$ cat src/rtl/riscv_ctrl_pkg.sv
// Shared encodings for the FD/X/MW pipeline control slice.
// Contents: RV32I major opcodes, pc_sel mux encodings and the hazard FSM states.
package riscv_ctrl_pkg;

   localparam logic [6:0] OPC_R     = 7'h33;
   localparam logic [6:0] OPC_I     = 7'h13;
   localparam logic [6:0] OPC_LOAD  = 7'h03;
   localparam logic [6:0] OPC_STORE = 7'h23;
   localparam logic [6:0] OPC_BR    = 7'h63;
   localparam logic [6:0] OPC_JAL   = 7'h6F;
   localparam logic [6:0] OPC_JALR  = 7'h67;
   localparam logic [6:0] OPC_LUI   = 7'h37;
   localparam logic [6:0] OPC_AUIPC = 7'h17;
   localparam logic [6:0] OPC_CSR   = 7'h73;

   localparam logic [1:0] PC_FD_TGT  = 2'd0;
   localparam logic [1:0] PC_ALU     = 2'd1;
   localparam logic [1:0] PC_PLUS4   = 2'd2;
   localparam logic [1:0] PC_X_PLUS4 = 2'd3;

   typedef enum logic [1:0] {
      ST_RUN      = 2'd0,
      ST_REDIRECT = 2'd1,
      ST_MEM_WAIT = 2'd2
   } ctrl_state_e;

endpackage

$ cat src/rtl/inst_class_dec.sv
// Opcode classifier used once per pipeline stage.
// Ports: opcode_i (7b major opcode) -> writes_rd_o, reads_rs1_o, reads_rs2_o,
//        is_branch_o, is_mem_o (1b class flags).
module inst_class_dec
   import riscv_ctrl_pkg::*;
(
   input  logic [6:0] opcode_i,
   output logic       writes_rd_o,
   output logic       reads_rs1_o,
   output logic       reads_rs2_o,
   output logic       is_branch_o,
   output logic       is_mem_o
);

   always_comb begin
      writes_rd_o = 1'b0;
      reads_rs1_o = 1'b0;
      reads_rs2_o = 1'b0;
      is_branch_o = 1'b0;
      is_mem_o    = 1'b0;
      case (opcode_i)
         OPC_R:     begin writes_rd_o = 1'b1; reads_rs1_o = 1'b1; reads_rs2_o = 1'b1; end
         OPC_I:     begin writes_rd_o = 1'b1; reads_rs1_o = 1'b1; end
         OPC_LOAD:  begin writes_rd_o = 1'b1; reads_rs1_o = 1'b1; is_mem_o = 1'b1; end
         OPC_STORE: begin reads_rs1_o = 1'b1; reads_rs2_o = 1'b1; is_mem_o = 1'b1; end
         OPC_BR:    begin reads_rs1_o = 1'b1; reads_rs2_o = 1'b1; is_branch_o = 1'b1; end
         OPC_JAL:   writes_rd_o = 1'b1;
         OPC_JALR:  begin writes_rd_o = 1'b1; reads_rs1_o = 1'b1; end
         OPC_LUI:   writes_rd_o = 1'b1;
         OPC_AUIPC: writes_rd_o = 1'b1;
         default:   ;
      endcase
   end

endmodule

$ cat src/rtl/hazard_ctrl.sv
// Pipeline controller for the 3-stage FD/X/MW RV32I core: memory stalls,
// static branch prediction with recovery, redirect bubbles, forwarding and
// saturating performance counters.
// Ports: inst_fd/inst_x/inst_mw (32b stage instructions), breq/brlt (X compare),
//        dmem_ack (MW access done) -> pc_sel, stall, flush_fd, flush_x, brun,
//        asel, bsel, wb2d_a, wb2d_b, cnt_stall/cnt_flush/cnt_mispred (CNT_W).
module hazard_ctrl
   import riscv_ctrl_pkg::*;
#(
   parameter int unsigned FETCH_LAT        = 1,
   parameter bit          PREDICT_BACKWARD = 1'b1,
   parameter int unsigned CNT_W            = 32
) (
   input  logic             clk,
   input  logic             rst_n,
   input  logic [31:0]      inst_fd,
   input  logic [31:0]      inst_x,
   input  logic [31:0]      inst_mw,
   input  logic             breq,
   input  logic             brlt,
   input  logic             dmem_ack,
   output logic [1:0]       pc_sel,
   output logic             stall,
   output logic             flush_fd,
   output logic             flush_x,
   output logic             brun,
   output logic [1:0]       asel,
   output logic [1:0]       bsel,
   output logic             wb2d_a,
   output logic             wb2d_b,
   output logic [CNT_W-1:0] cnt_stall,
   output logic [CNT_W-1:0] cnt_flush,
   output logic [CNT_W-1:0] cnt_mispred
);

   localparam logic [2:0] RCNT_INIT = 3'(FETCH_LAT - 1);

   ctrl_state_e      state_q, state_d, ret_q, ret_d, eff_state;
   logic             pred_x_q, pred_x_d;
   logic [2:0]       rcnt_q, rcnt_d;
   logic [CNT_W-1:0] cnt_stall_q, cnt_flush_q, cnt_mispred_q;

   logic fd_wr, fd_rs1, fd_rs2, fd_br, fd_mem;
   logic x_wr, x_rs1, x_rs2, x_br, x_mem;
   logic mw_wr, mw_rs1, mw_rs2, mw_br, mw_mem;

   inst_class_dec u_dec_fd (.opcode_i(inst_fd[6:0]), .writes_rd_o(fd_wr), .reads_rs1_o(fd_rs1),
                            .reads_rs2_o(fd_rs2), .is_branch_o(fd_br), .is_mem_o(fd_mem));
   inst_class_dec u_dec_x  (.opcode_i(inst_x[6:0]), .writes_rd_o(x_wr), .reads_rs1_o(x_rs1),
                            .reads_rs2_o(x_rs2), .is_branch_o(x_br), .is_mem_o(x_mem));
   inst_class_dec u_dec_mw (.opcode_i(inst_mw[6:0]), .writes_rd_o(mw_wr), .reads_rs1_o(mw_rs1),
                            .reads_rs2_o(mw_rs2), .is_branch_o(mw_br), .is_mem_o(mw_mem));

   logic unused_ok;
   assign unused_ok = ^{inst_fd[30:25], inst_fd[14:7], inst_x[31:25], inst_x[11:7],
                        inst_mw[31:12], fd_wr, fd_mem, x_wr, x_mem, mw_rs1, mw_rs2, mw_br};

   // Forwarding: MW must really write a non-x0 register that the consumer reads.
   logic       mw_fwd;
   logic [4:0] mw_rd;
   assign mw_rd  = inst_mw[11:7];
   assign mw_fwd = mw_wr && (mw_rd != 5'd0);

   assign wb2d_a  = mw_fwd && fd_rs1 && (inst_fd[19:15] == mw_rd);
   assign wb2d_b  = mw_fwd && fd_rs2 && (inst_fd[24:20] == mw_rd);
   assign asel[1] = mw_fwd && x_rs1 && (inst_x[19:15] == mw_rd);
   assign bsel[1] = mw_fwd && x_rs2 && (inst_x[24:20] == mw_rd);
   assign asel[0] = inst_x[6:0] inside {OPC_AUIPC, OPC_JAL, OPC_BR};
   assign bsel[0] = (inst_x[6:0] != OPC_R);
   assign brun    = x_br && (inst_x[14:13] == 2'b11);

   logic br_taken;
   always_comb begin
      br_taken = 1'b0;
      case (inst_x[14:12])
         3'b000:         br_taken = breq;
         3'b001:         br_taken = !breq;
         3'b100, 3'b110: br_taken = brlt;
         3'b101, 3'b111: br_taken = !brlt;
         default:        br_taken = 1'b0;
      endcase
   end

   logic fd_pred, x_jalr, mispred, recover, mem_busy;
   assign fd_pred  = (inst_fd[6:0] == OPC_JAL) || (PREDICT_BACKWARD && fd_br && inst_fd[31]);
   assign x_jalr   = (inst_x[6:0] == OPC_JALR);
   assign mispred  = x_br && (br_taken != pred_x_q);
   assign recover  = x_jalr || mispred;
   assign mem_busy = mw_mem && !dmem_ack;
   // While stalled, behaviour continues from the state that was interrupted.
   assign eff_state = (state_q == ST_MEM_WAIT) ? ret_q : state_q;

   logic [1:0] pc_sel_c;
   logic       stall_c, flush_fd_c, flush_x_c, inc_flush, inc_mispred;

   always_comb begin
      state_d     = state_q;
      ret_d       = ret_q;
      rcnt_d      = rcnt_q;
      pred_x_d    = pred_x_q;
      pc_sel_c    = PC_PLUS4;
      stall_c     = 1'b0;
      flush_fd_c  = 1'b0;
      flush_x_c   = 1'b0;
      inc_flush   = 1'b0;
      inc_mispred = 1'b0;
      if (mem_busy) begin
         stall_c = 1'b1;
         state_d = ST_MEM_WAIT;
         ret_d   = eff_state;
      end else begin
         state_d = eff_state;
         if (recover) begin
            pc_sel_c    = (x_jalr || br_taken) ? PC_ALU : PC_X_PLUS4;
            flush_fd_c  = 1'b1;
            flush_x_c   = 1'b1;
            inc_flush   = 1'b1;
            inc_mispred = mispred;
            rcnt_d      = RCNT_INIT;
            state_d     = (FETCH_LAT > 1) ? ST_REDIRECT : ST_RUN;
         end else if (eff_state == ST_REDIRECT) begin
            // The recovery cycle itself was the first of FETCH_LAT bubbles.
            flush_fd_c = 1'b1;
            if (rcnt_q > 3'd1) begin
               rcnt_d = rcnt_q - 3'd1;
            end else begin
               rcnt_d  = '0;
               state_d = ST_RUN;
            end
         end else if (fd_pred) begin
            pc_sel_c = PC_FD_TGT;
         end
         pred_x_d = fd_pred && !flush_fd_c;
      end
   end

   assign pc_sel   = rst_n ? pc_sel_c : PC_PLUS4;
   assign stall    = rst_n && stall_c;
   assign flush_fd = rst_n && flush_fd_c;
   assign flush_x  = rst_n && flush_x_c;

   always_ff @(posedge clk or negedge rst_n) begin
      if (!rst_n) begin
         state_q       <= ST_RUN;
         ret_q         <= ST_RUN;
         pred_x_q      <= 1'b0;
         rcnt_q        <= '0;
         cnt_stall_q   <= '0;
         cnt_flush_q   <= '0;
         cnt_mispred_q <= '0;
      end else begin
         state_q  <= state_d;
         ret_q    <= ret_d;
         pred_x_q <= pred_x_d;
         rcnt_q   <= rcnt_d;
         if (stall_c && (cnt_stall_q != '1))       cnt_stall_q   <= cnt_stall_q + 1'b1;
         if (inc_flush && (cnt_flush_q != '1))     cnt_flush_q   <= cnt_flush_q + 1'b1;
         if (inc_mispred && (cnt_mispred_q != '1)) cnt_mispred_q <= cnt_mispred_q + 1'b1;
      end
   end

   assign cnt_stall   = cnt_stall_q;
   assign cnt_flush   = cnt_flush_q;
   assign cnt_mispred = cnt_mispred_q;

endmodule

$ cat config.mk
export PLATFORM = sky130hd
export DESIGN_NAME = hazard_ctrl
export DESIGN_NICKNAME = d
export VERILOG_FILES = /design/src/rtl/riscv_ctrl_pkg.sv /design/src/rtl/inst_class_dec.sv /design/src/rtl/hazard_ctrl.sv
export SDC_FILE = /design/constraint.sdc
export NUM_CORES = 1
export LEC_CHECK = 0
export CAP_MARGIN = 20
export CORE_UTILIZATION = 25
export CTS_CLUSTER_DIAMETER = 200
export DETAILED_ROUTE_END_ITERATION = 8
export DONT_BUFFER_PORTS = 1
export PLACE_DENSITY = 0.41
export SLEW_MARGIN = 30
export SYNTH_ARGS = -nofsm -noshare
export SYNTH_HDL_FRONTEND = slang
export SYNTH_HIERARCHICAL = 1
export SYNTH_SLANG_ARGS = --single-unit
$ cat constraint.sdc
create_clock -name clk -period 3.5 [get_ports clk]
set_clock_uncertainty 0.1 [all_clocks]
set_input_delay 0.7 -clock clk [delete_from_list [all_inputs] [get_ports clk]]
set_output_delay 0.7 -clock clk [all_outputs]
set_load 0.02 [all_outputs]
==> results.py <==
metrics = {
    "sta": {
        "slew-limit-headroom": 0.439,
        "drv_slew": 0,
        "finalCritPeriodShare": 0.930,
        "rsz0062_at_grt": "no",
        "worst_pin_slew_ps": 838,
        "fmax_mhz": 307,
        "period_needed_ps": 3260,
        "timing.hold.ws_ps": 159,
        "setup_tns_ps": 0,
        "final-hold-violation-count": 0,
        "setup_ws_ps": 244,
        "setup_viol": 0,
    },
    "clock_network": {
        "clockBufferDepth": 2,
        "numClockSinks": 104,
        "worstSkewPairLatency_ps": 350,
        "clockRootBuffer": "clkbuf_16",
        "ctsResizeCount": 0,
        "post-cts-setup-buffers": 0,
        "cts_made_buffers": 9,
        "h-tree-depth": 3,
        "cts_tree": "done",
        "clkTransAtPathRegs_ps": 70,
    },
    "floorplanning": {
        "core.rowCount": 54,
        "die-area_mm2": 0.0235,
        "die_h_um": 153,
        "io_pins": 209,
        "fp.coreArea_mm2": 0.0221,
        "start_util": 0.259,
        "die-width_um": 153,
    },
    "place": {
        "portBuffers": 0,
        "dp_worst_setup_slack_ps": 156,
        "hpwl_mm": 10.5,
        "gp_congestion": 0.796,
    },
    "finish": {
        "layout_commonest_cell": "dfrtp_1",
        "multiInputGateArea_mm2": 0.00298,
        "flow.area_growth_from_synthesis_pct": 11.7,
        "final_cell_mix": "dfrtp_1, xnor2_1, nand2_1",
        "final_net_count": 649,
        "drive_gt1_frac": 0.102,
        "num-fill-cells": 2270,
        "diodes": 0,
        "register_area_mm2": 0.00260,
    },
    "synth": {
        "syn_inst": 541,
        "syn_avg_cell_area_um2": 10.6,
        "synthesis.nets": 646,
        "syn-cell-area_mm2": 0.00572,
        "ys_warn_count": 6,
    },
    "routing": {
        "routedWlPerCell_um": 17.1,
        "viasPerCell": 4.95,
        "routed_wl_mm": 14.2,
        "first_pass_iters": 4,
        "vias": 4100,
        "drtIter0Drc": 134,
        "drc": 0,
        "ant_nets": 0,
    },
    "pwr": {
        "internal-power_mw": 1.95,
        "switching_share": 0.243,
        "comb_power_share": 0.070,
        "p_leak_nw": 2.66,
        "clkPwrFrac": 0.425,
        "seqPwrFrac": 0.506,
        "switching_power_mw": 0.625,
        "powerDensity_mw_per_mm2": 403,
        "irDropWorstVdd_v": 0.000190,
    },
    "min_path": {
        "hold_class": "in -> async",
    },
    "outcome": {
        "status": "completed",
    },
    "grt": {
        "grt_max_degree": 105,
        "grt-ovfl-total": 0,
        "grt_antenna_before_repair": 0,
        "grt_pass1_vias": 4272,
        "grt_use_total": 0.125,
        "grt_pass1_wl_mm": 23.2,
    },
    "setup_path": {
        "required_ps": 2700,
        "cp-start-kind": "input port",
        "worstSetupPathType": "in -> out",
        "worstSetupEndpointType": "output port",
        "crit_arrival_ps": 2460,
        "cp_max_fo": 7,
    },
    "flow_run": {
        "cap_violations": 0,
    },
}
[worst paths after layout]
kind / from / to / slack (ps) / cells past startpoint
setup / recovery: inst_x[3] / pc_sel[1] / 240 / 8
hold / removal: rst_n / cnt_flush[5]$_DFFE_PN0P_ / 160 / 1
setup reg to reg: cnt_flush[8]$_DFFE_PN0P_ / cnt_flush[27]$_DFFE_PN0P_ / 980 / 6
hold reg to reg: rcnt_q[0]$_DFFE_PN0P_ / rcnt_q[0]$_DFFE_PN0P_ / 400 / 1
max in group asynchronous: rst_n / cnt_mispred[31]$_DFFE_PN0P_ / 2650 / 1
min in group clk: rcnt_q[0]$_DFFE_PN0P_ / rcnt_q[0]$_DFFE_PN0P_ / 400 / 1
[power groups by stage]
stage	clock (mW)	combinational (mW)	sequential, mW
floorplan	0	0.133	1.31
global placement	0	0.144	1.32
detailed placement	0	0.154	1.33
CTS	1.14	0.184	1.30
global route	1.18	0.207	1.31
finish	1.09	0.179	1.30
[worst max-delay path, cell delays in order]
cell and delay [ps]:
nand3b_4 150, nor3_1 350, nand2b_1 210, nor3_1 420, a2111oi_4 130, and2_4 190
nand2_1 70, a21o_1 230
[state kept, by name, indices dropped and copies added (netlist names)]
signal       count
cnt_flush       32
pred_x_q         1
rcnt_q           3
cnt_mispred     32
cnt_stall       32
state_q          2
ret_q            2
[per-layer routing]
layer	part of all wire	GRT usage	vias up
li1	-	-	1928
met1	0.42	0.144	2016
met2	0.49	0.214	140
met3	0.071	0.0377	16
met4	0.022	0.0587	0
met5	0	0	-
[per-stage QoR]
step	cells	instance area, um2	utilization	total power, mW
after floorplan	541	5720	-	1.44
after global placement	812	6040	0.274	1.47
after detailed placement	812	6040	0.274	1.48
after CTS	829	6380	0.289	2.63
after global routing	829	6380	0.289	2.70
final	829	6380	0.289	2.57
[layout make-up]
cell class / count / area share
clock buffer: 11 / 0.0364
clock inverter: 5 / 0.0127
inverter: 11 / 0.00647
multi-input combinational: 408 / 0.467
sequential: 104 / 0.408
tap: 280 / 0.0549
timing repair buffer: 10 / 0.0149
[what timing repair did]
action | CTS | global route
hold endpoints to repair | 104 | 0
endpoints found under the setup margin | 0 | 0
hold buffers | 1 | 0
No activity file was read; power rests on OpenSTA's default activity.
